==> src/rtl/xnor_scoreboard_if.sv <==
// Handshake and result bundle between the bench controller and the XNOR scoreboard.
// The master drives run control and sample data; the slave returns run status and results.
interface xnor_scoreboard_if #(
   parameter int WIDTH  = 1,
   parameter int CNT_W  = 16,
   parameter int TIME_W = 20
);
   logic              start;
   logic              stop;
   logic              sample_valid;
   logic [WIDTH-1:0]  ref_out;
   logic [WIDTH-1:0]  dut_out;
   logic              busy;
   logic              done;
   logic              timed_out;
   logic              pass;
   logic [CNT_W-1:0]  sample_count;
   logic [CNT_W-1:0]  error_count;
   logic [TIME_W-1:0] first_error_cycle;
   logic [WIDTH-1:0]  first_error_bits;
   logic [TIME_W-1:0] cycle_count;

   modport master (
      output start, stop, sample_valid, ref_out, dut_out,
      input  busy, done, timed_out, pass, sample_count, error_count,
             first_error_cycle, first_error_bits, cycle_count
   );

   modport slave (
      input  start, stop, sample_valid, ref_out, dut_out,
      output busy, done, timed_out, pass, sample_count, error_count,
             first_error_cycle, first_error_bits, cycle_count
   );
endinterface

==> src/rtl/xnor_scoreboard.sv <==
// Result checker for the XNOR-gate equivalence bench: scores reference vs DUT samples
// per run, counts samples/mismatches, records the first mismatch and enforces a timeout.
module xnor_scoreboard #(
   parameter int WIDTH   = 1,
   parameter int CNT_W   = 16,
   parameter int TIME_W  = 20,
   parameter int TIMEOUT = 100000
) (
   input logic              clk,
   input logic              reset,
   xnor_scoreboard_if.slave sb
);
   typedef enum logic [1:0] {
      IDLE = 2'd0,
      RUN  = 2'd1,
      DONE = 2'd2
   } state_t;

   localparam logic [TIME_W-1:0] LAST_CYCLE = TIME_W'(TIMEOUT - 1);
   localparam logic [CNT_W-1:0]  CNT_MAX    = '1;

   state_t            r_state;
   state_t            w_nextState;
   logic [CNT_W-1:0]  r_sampleCount;
   logic [CNT_W-1:0]  r_errorCount;
   logic [TIME_W-1:0] r_cycleCount;
   logic [TIME_W-1:0] r_firstErrorCycle;
   logic [WIDTH-1:0]  r_firstErrorBits;
   logic              r_timedOut;
   logic [WIDTH-1:0]  w_diff;
   logic              w_mismatch;
   logic              w_timeoutHit;
   logic              w_launch;

   assign w_diff       = sb.ref_out ^ sb.dut_out;
   assign w_mismatch   = sb.sample_valid && (w_diff != '0);
   assign w_timeoutHit = (r_state == RUN) && (r_cycleCount == LAST_CYCLE);
   assign w_launch     = (r_state != RUN) && sb.start;

   always_ff @(posedge clk or posedge reset) begin
      if (reset) begin
         r_state <= IDLE;
      end else begin
         r_state <= w_nextState;
      end
   end

   // The timeout edge ends the run even when stop arrives on the same edge.
   always_comb begin
      w_nextState = r_state;
      case (r_state)
         IDLE, DONE: if (sb.start) w_nextState = RUN;
         RUN:        if (sb.stop || w_timeoutHit) w_nextState = DONE;
         default:    w_nextState = IDLE;
      endcase
   end

   // Counters freeze outside RUN so DONE holds the last run's results until restart.
   always_ff @(posedge clk or posedge reset) begin
      if (reset) begin
         r_sampleCount     <= '0;
         r_errorCount      <= '0;
         r_cycleCount      <= '0;
         r_firstErrorCycle <= '0;
         r_firstErrorBits  <= '0;
         r_timedOut        <= 1'b0;
      end else if (w_launch) begin
         r_sampleCount     <= '0;
         r_errorCount      <= '0;
         r_cycleCount      <= '0;
         r_firstErrorCycle <= '0;
         r_firstErrorBits  <= '0;
         r_timedOut        <= 1'b0;
      end else if (r_state == RUN) begin
         if (w_timeoutHit) begin
            r_timedOut <= 1'b1;
         end else begin
            r_cycleCount <= r_cycleCount + 1'b1;
         end
         if (sb.sample_valid && (r_sampleCount != CNT_MAX)) begin
            r_sampleCount <= r_sampleCount + 1'b1;
         end
         // A saturated error count never returns to zero, so the capture fires once per run.
         if (w_mismatch) begin
            if (r_errorCount == '0) begin
               r_firstErrorCycle <= r_cycleCount;
               r_firstErrorBits  <= w_diff;
            end
            if (r_errorCount != CNT_MAX) begin
               r_errorCount <= r_errorCount + 1'b1;
            end
         end
      end
   end

   always_comb begin
      sb.busy              = (r_state == RUN);
      sb.done              = (r_state == DONE);
      sb.timed_out         = r_timedOut;
      sb.pass              = (r_state == DONE) && !r_timedOut &&
                             (r_errorCount == '0) && (r_sampleCount != '0);
      sb.sample_count      = r_sampleCount;
      sb.error_count       = r_errorCount;
      sb.first_error_cycle = r_firstErrorCycle;
      sb.first_error_bits  = r_firstErrorBits;
      sb.cycle_count       = r_cycleCount;
   end
endmodule

==> src/flat_wrapper.sv <==
// flat-port wrapper written by rule: the top's interface ports become plain ports
module xnor_scoreboard_flat 
#(
   parameter int WIDTH   = 1,
   parameter int CNT_W   = 16,
   parameter int TIME_W  = 20,
   parameter int TIMEOUT = 100000
)
  (clk, reset, sb_start, sb_stop, sb_sample_valid, sb_ref_out, sb_dut_out, sb_busy, sb_done, sb_timed_out, sb_pass, sb_sample_count, sb_error_count, sb_first_error_cycle, sb_first_error_bits, sb_cycle_count);
  xnor_scoreboard_if #(.WIDTH(WIDTH), .CNT_W(CNT_W), .TIME_W(TIME_W)) sb_i ();
  input logic clk;
  input logic reset;
  input wire logic [$bits(sb_i.start)-1:0] sb_start;
  input wire logic [$bits(sb_i.stop)-1:0] sb_stop;
  input wire logic [$bits(sb_i.sample_valid)-1:0] sb_sample_valid;
  input wire logic [$bits(sb_i.ref_out)-1:0] sb_ref_out;
  input wire logic [$bits(sb_i.dut_out)-1:0] sb_dut_out;
  output wire logic [$bits(sb_i.busy)-1:0] sb_busy;
  output wire logic [$bits(sb_i.done)-1:0] sb_done;
  output wire logic [$bits(sb_i.timed_out)-1:0] sb_timed_out;
  output wire logic [$bits(sb_i.pass)-1:0] sb_pass;
  output wire logic [$bits(sb_i.sample_count)-1:0] sb_sample_count;
  output wire logic [$bits(sb_i.error_count)-1:0] sb_error_count;
  output wire logic [$bits(sb_i.first_error_cycle)-1:0] sb_first_error_cycle;
  output wire logic [$bits(sb_i.first_error_bits)-1:0] sb_first_error_bits;
  output wire logic [$bits(sb_i.cycle_count)-1:0] sb_cycle_count;
  assign sb_i.start = sb_start;
  assign sb_i.stop = sb_stop;
  assign sb_i.sample_valid = sb_sample_valid;
  assign sb_i.ref_out = sb_ref_out;
  assign sb_i.dut_out = sb_dut_out;
  assign sb_busy = sb_i.busy;
  assign sb_done = sb_i.done;
  assign sb_timed_out = sb_i.timed_out;
  assign sb_pass = sb_i.pass;
  assign sb_sample_count = sb_i.sample_count;
  assign sb_error_count = sb_i.error_count;
  assign sb_first_error_cycle = sb_i.first_error_cycle;
  assign sb_first_error_bits = sb_i.first_error_bits;
  assign sb_cycle_count = sb_i.cycle_count;
  xnor_scoreboard #(.WIDTH(WIDTH), .CNT_W(CNT_W), .TIME_W(TIME_W), .TIMEOUT(TIMEOUT)) u_core (.clk(clk), .reset(reset), .sb(sb_i));
endmodule
==> config.mk <==
export PLATFORM = sky130hd
export DESIGN_NAME = xnor_scoreboard_flat
export DESIGN_NICKNAME = d
export VERILOG_FILES = /design/src/rtl/xnor_scoreboard_if.sv /design/src/rtl/xnor_scoreboard.sv /design/src/flat_wrapper.sv
export SDC_FILE = /design/constraint.sdc
export NUM_CORES = 1
export LEC_CHECK = 0
export BUFFER_PORTS_ARGS = -buffer_cell sky130_fd_sc_hd__buf_2
export CAP_MARGIN = 30
export CORE_MARGIN = 1.5
export CORE_UTILIZATION = 50
export CTS_CLUSTER_SIZE = 10
export DETAILED_ROUTE_END_ITERATION = 8
export PLACE_DENSITY = 0.74
export SETUP_SLACK_MARGIN = 0.02
export SLEW_MARGIN = 20
export SYNTH_ARGS = -nofsm -noshare
export SYNTH_HDL_FRONTEND = slang
export SYNTH_SLANG_ARGS = --single-unit
==> constraint.sdc <==
create_clock -name clk -period 2.31 [get_ports clk]
set_input_delay 0.1155 -clock clk [delete_from_list [all_inputs] [get_ports clk]]
set_output_delay 0.1155 -clock clk [all_outputs]
set_load 0.01 [all_outputs]
Word-level counts from Yosys, hierarchy flattened
Index checks and enable logic that the tools add are counted.
{"block": "op_classes", "add_sub_neg": 3, "bitwise": 1, "n_reduce_logical": 25, "muxes": 24, "eq_ne": 9}
{"cell": "$mux W20", "count": 7}
{"cell": "$mux W16", "count": 7}
{"cell": "$add A16 B1 Y16 const B", "count": 2}
{"cell": "$ne A16 B16 Y1 const B", "count": 2}
{"cell": "$add A20 B1 Y20 const B", "count": 1}
{"cell": "$eq A20 B17 Y1 const B", "count": 1}
{"cell": "$logic_not A16 Y1", "count": 1}
{"cell": "$reduce_bool A16 Y1", "count": 1}
{"cell": "$reduce_bool A2 Y1", "count": 6}
{"cell": "$reduce_and A2 Y1", "count": 4}
{"cell": "$logic_and A1 B1 Y1", "count": 7}
{"cell": "$mux W1", "count": 7}
{"cell": "$reduce_and A3 Y1", "count": 2}
{"cell": "$mux W2", "count": 2}
{"cell": "$ne A2 B1 Y1 const B", "count": 2}
{"cell": "$ne A2 B2 Y1 const B", "count": 2}
{"cell": "$pmux W2 S2", "count": 1}
{"cell": "$eq A2 B1 Y1 const B", "count": 1}
{"cell": "$eq A2 B2 Y1 const B", "count": 1}
{"cell": "$logic_not A2 Y1", "count": 1}
{"cell": "$reduce_or A2 Y1", "count": 1}
{"cell": "$logic_not A1 Y1", "count": 1}
{"cell": "$logic_or A1 B1 Y1", "count": 1}
{"cell": "$xor A1 B1 Y1", "count": 1}
{"block": "word_totals", "regBits": 76, "elab_cells": 69, "output_inout_bits": 77, "inputBits": 7}

Logic depth before layout (Yosys ltp)
{"block": "logic_depth", "ltp_word": 5, "depth_mapped": 8, "depth_no_buf": 7}

Least setup slack after synthesis
OpenSTA, ideal clock, no wires.
{"block": "synth_timing", "path_type": "reg-to-reg", "start": "register u_core.r_sampleCount[0], in the netlist u_core.sb.sample_count[0]", "end": "register u_core.r_sampleCount[8], in the netlist u_core.sb.sample_count[8]", "period_less_slack_ns": 1.905, "slack_ns": 0.405, "arrival_ns": 1.768, "setup_time_ns": 0.136, "stages_incl_launch_ff": 7, "required_ns": 2.174, "n_path_buf": 0, "cell_sequence": "dfrtp_1 -> ha_1 -> nand4_2 -> or3_1 -> o21ai_2 -> or4_1 -> a21oi_1"}
{"block": "synth_between", "elab_chain_cells": 4, "elab_cells_between_ends": 8, "classes_between": "add/sub: 1; eq/ne: 1; mux: 3; reduce/logical: 3"}
{"element": "start: declaration", "line_no": "xnor_scoreboard.sv:24", "source": "logic [CNT_W-1:0] r_sampleCount;"}
{"element": "start signal: assignment", "line_no": "xnor_scoreboard.sv:81", "source": "r_sampleCount <= r_sampleCount + 1'b1;"}
{"element": "$add A16 B1 Y16 or $ne A16 B16 Y1 (tied branches)", "line_no": "xnor_scoreboard.sv:81, xnor_scoreboard.sv:80"}
{"element": "$mux W16 or $logic_and A1 B1 Y1 (tied branches)", "line_no": "xnor_scoreboard.sv:80", "source": "if (sb.sample_valid && (r_sampleCount != CNT_MAX)) begin"}
{"element": "$mux W16 or $reduce_bool A2 Y1 (tied branches)"}
{"element": "$mux W16 or $reduce_and A2 Y1 (tied branches)"}
Several ways; a longest one is shown, not always the timed one. The select of a mux whose other input is x is not followed.
A chain may end at the register's enable or synchronous reset.

Worst setup path after layout
{"block": "layout_timing", "start": "register u_core.r_sampleCount[0], in the netlist u_core.sb.sample_count[0]", "end": "register u_core.r_sampleCount[9], in the netlist u_core.sb.sample_count[9]"}
Same word-level chain as after synthesis.

==> out/results.txt <==
# diodes -> 0
Crit-path slowest cell -> or3_1
Post-synth top area share -> 48.2%
R2R cell count -> 6
Pwr dens -> 641 nW/um^2
Pin count of the biggest net entering global routing -> 50
Max_slew headroom -> 58.5%
TritonRoute pass-1 iters -> 4
Vias in the first global route -> 3292
Post-synth ARST share -> 100%
Mapped Nets -> 442
Inserted Clock Buffers -> 9
Sink Count -> 76
Dominant cells by area after synthesis -> dfrtp_1 48%, nand2_1 7.0%, nor2_1 3.2%
Io pins -> 84
EDFF count, synth -> 0
# rows -> 32
Max Clock Freq -> 0.481 GHz
Hold path depth -> 2
Synth unique cells -> 55
DIE AREA -> 8430 sq um
Critical R2R Launch -> u_core.sb.sample_count[0]
Clk Latency, worst-skew pair -> 0.35 ns
GRT Total Usage -> 23.5%
Antenna violations before repair -> 0
NumNets Final -> 529
Core area -> 7690 sq um
Reg clk slew, reported paths -> 0.08 ns
WP data arrival -> 2.36 ns
Synth Warn # -> 0
Critical path fanouts, max -> 9
Top_reg_cell synth -> dfrtp_1
RSZ-0062 raised after global routing -> no
WHS -> 0.0512 ns
Final TNS setup -> 0 ns
Postcts setup bufs -> 0
Sequential share of the synthesized area -> 48.2%
Syn_area_per_cell -> 9.17 sq um
Worst setup SP type -> register
Post-synth top cells -> 76 x dfrtp_1, 73 x nand2_1, 34 x nor2_1
Final Slew Violations -> 0
Overflow after GRT -> 0
Die H -> 91.8 microns
Final setup fails -> 0
Count of state elements after synthesis -> 76
Hpwl dp -> 6610 microns
CTS tree -> yes
Post-Syn Area -> 3940 sq um
Routed wire length per instance -> 15.2 microns
VDD IR-drop max -> 0.416 mV
Violation count after the first detailed-route iteration -> 156
First-pass GRT wire length -> 15900 microns
CTS H-tree lvls -> 3
Tcrit/Tclk final -> 90.0%
Worst-Margin Slew -> 0.622 ns
Die width -> 91.8 microns
R2R Setup Slk -> 0.23 ns
Post-DRT Antenna Nets -> 0
Worst Path Required -> 2.59 ns
Status -> completed
FF/Latch Area -> 1900 sq um
Min Tclk post-route -> 2.08 ns
Worst Hold Class -> in -> reg
End of the worst hold path -> u_core.r_state[1]
Synth Instances -> 430
Leak Pwr -> 2.19 nW
CTS max path bufs -> 2
Final hold vios -> 0
Layout area overhead -> 19.3%
Critical path cell sequence -> ha_1 -> nand4_2 -> or3_1 -> o21ai_2 -> o31ai_1 -> a21oi_1
# DRC -> 0
Layout cells sized above 1 -> 25.3%
Crit Path Class -> reg -> reg
CTS root buffer -> clkbuf_8
Skew final -> 0.00742 ns
Most common cell in the netlist -> dfrtp_1
Initial Utilization -> 51.3%
HP Start -> sb_start
Fill cell count -> 708
Leading area contributor after synthesis -> dfrtp_1
Reg2reg end -> u_core.sb.sample_count[9]
Vias after detailed routing -> 3623
Slowest stage delay, CP -> 0.48 ns
Total of max-cap violations -> 0
Crit end category -> register
Vias per Instance -> 5.81
Number of port buffers -> 83
Final wirelength -> 9500 microns
Multi-input logic area -> 1910 sq um
Placer congestion estimate -> 0.901
## worst max path at each step
stage / startpoint / endpoint / slack [ns] / depth (start not counted)
floorplan: reset / u_core.r_state[0] / 0.26 / 1
global placement: u_core.sb.sample_count[0] / u_core.sb.sample_count[8] / 0.34 / 6
detailed placement: u_core.sb.sample_count[0] / u_core.sb.sample_count[9] / 0.28 / 6
CTS: u_core.sb.error_count[0] / sb_pass / 0.25 / 7
global route: u_core.sb.error_count[0] / sb_pass / 0.02 / 7
finish: u_core.sb.sample_count[0] / u_core.sb.sample_count[9] / 0.23 / 6
## repair_timing
action                                 in CTS  in global routing
setup endpoints to repair                   0                  1
hold buffers                                2                  0
endpoints found under the hold margin      77                  0
resized for setup                           0                  1
## flip-flops by register name, indices dropped and copies added, names as in the netlist
name	count
u_core.sb.timed_out	1
u_core.sb.first_error_bits	1
u_core.sb.cycle_count	20
u_core.sb.error_count	16
u_core.sb.first_error_cycle	20
u_core.r_state	2
u_core.sb.sample_count	16
## worst max-delay path, delay by kind of cell, from the launching register on
kind	cells	cell delay [ns]
flops	1	0.46
compound gates	3	0.60
fa+ha+maj	1	0.24
simple gates	2	0.70
## metrics by stage
| stage | setup slack [ns] | power [W] | cells | area (sq um) | util [%] |
|---|---|---|---|---|---|
| global placement | 0.342 | 0.00204 | 606 | 4490 | 58.4 |
| floorplan | 0.256 | 0.00184 | 430 | 3940 | - |
| CTS | 0.247 | 0.00304 | 624 | 4700 | 61.1 |
| detailed placement | 0.284 | 0.00205 | 606 | 4490 | 58.4 |
| finish | 0.232 | 0.00301 | 624 | 4700 | 61.2 |
| global route | 0.0206 | 0.00317 | 624 | 4700 | 61.2 |
## per-layer routing
metal / global-route usage (%) / routed length, microns / up-vias
li1: - / - / 1732
met1: 32.8 / 4380 / 1759
met2: 37.4 / 4470 / 119
met3: 5.14 / 521 / 13
met4: 6.03 / 126 / 0
met5: 0 / 0 / -
## cell usage in the layout (no fill, tap or decap), types with 3 or more instances in the layout
cell type,synthesis,final
buf_4,0,10
nand3_1,22,22
nor4_1,14,13
nor4_2,3,4
o31ai_1,10,10
and4_1,5,5
xnor2_1,12,12
xor2_1,3,3
and2_1,3,3
inv_2,2,3
buf_2,2,83
nand2_1,73,73
nor3_1,7,7
a21oi_1,10,10
o21ai_1,19,19
nand4_1,11,11
o22ai_1,3,3
dfrtp_1,76,76
inv_1,11,10
clkinv_2,0,3
a31oi_1,4,4
and3_1,3,3
nand2b_1,4,4
o211ai_1,11,11
or4_1,3,3
clkbuf_8,0,9
a31oi_2,3,3
o21ai_0,25,25
ha_1,5,5
mux2i_1,4,4
nor2_1,34,32
nor4b_1,3,3
## power by group
part	switching, W	internal [W]
Combinational	0.000363	0.000198
Sequential	0.0000858	0.00139
Clock	0.000484	0.000494
Total	0.000933	0.00208
## cell families after synthesis
family | synth area share, %
multiplexers | 1.02
adder cells (fa/ha/maj) | 1.59
flip-flops | 48.2
XOR/XNOR | 3.33
buffers and inverters | 3.59
AO/OA/AOI/OAI | 15.9
AND/OR/NAND/NOR | 26.3
## cell type report
type,count,share of cell area [%]
Multi-Input combinational cell,321,40.6
Sequential cell,76,40.4
Timing Repair Buffer,96,11.3
Clock buffer,11,2.79
Tap cell,102,2.71
Clock inverter,5,1.12
Inverter,13,1.04
(Power assumes the default switching activity.)
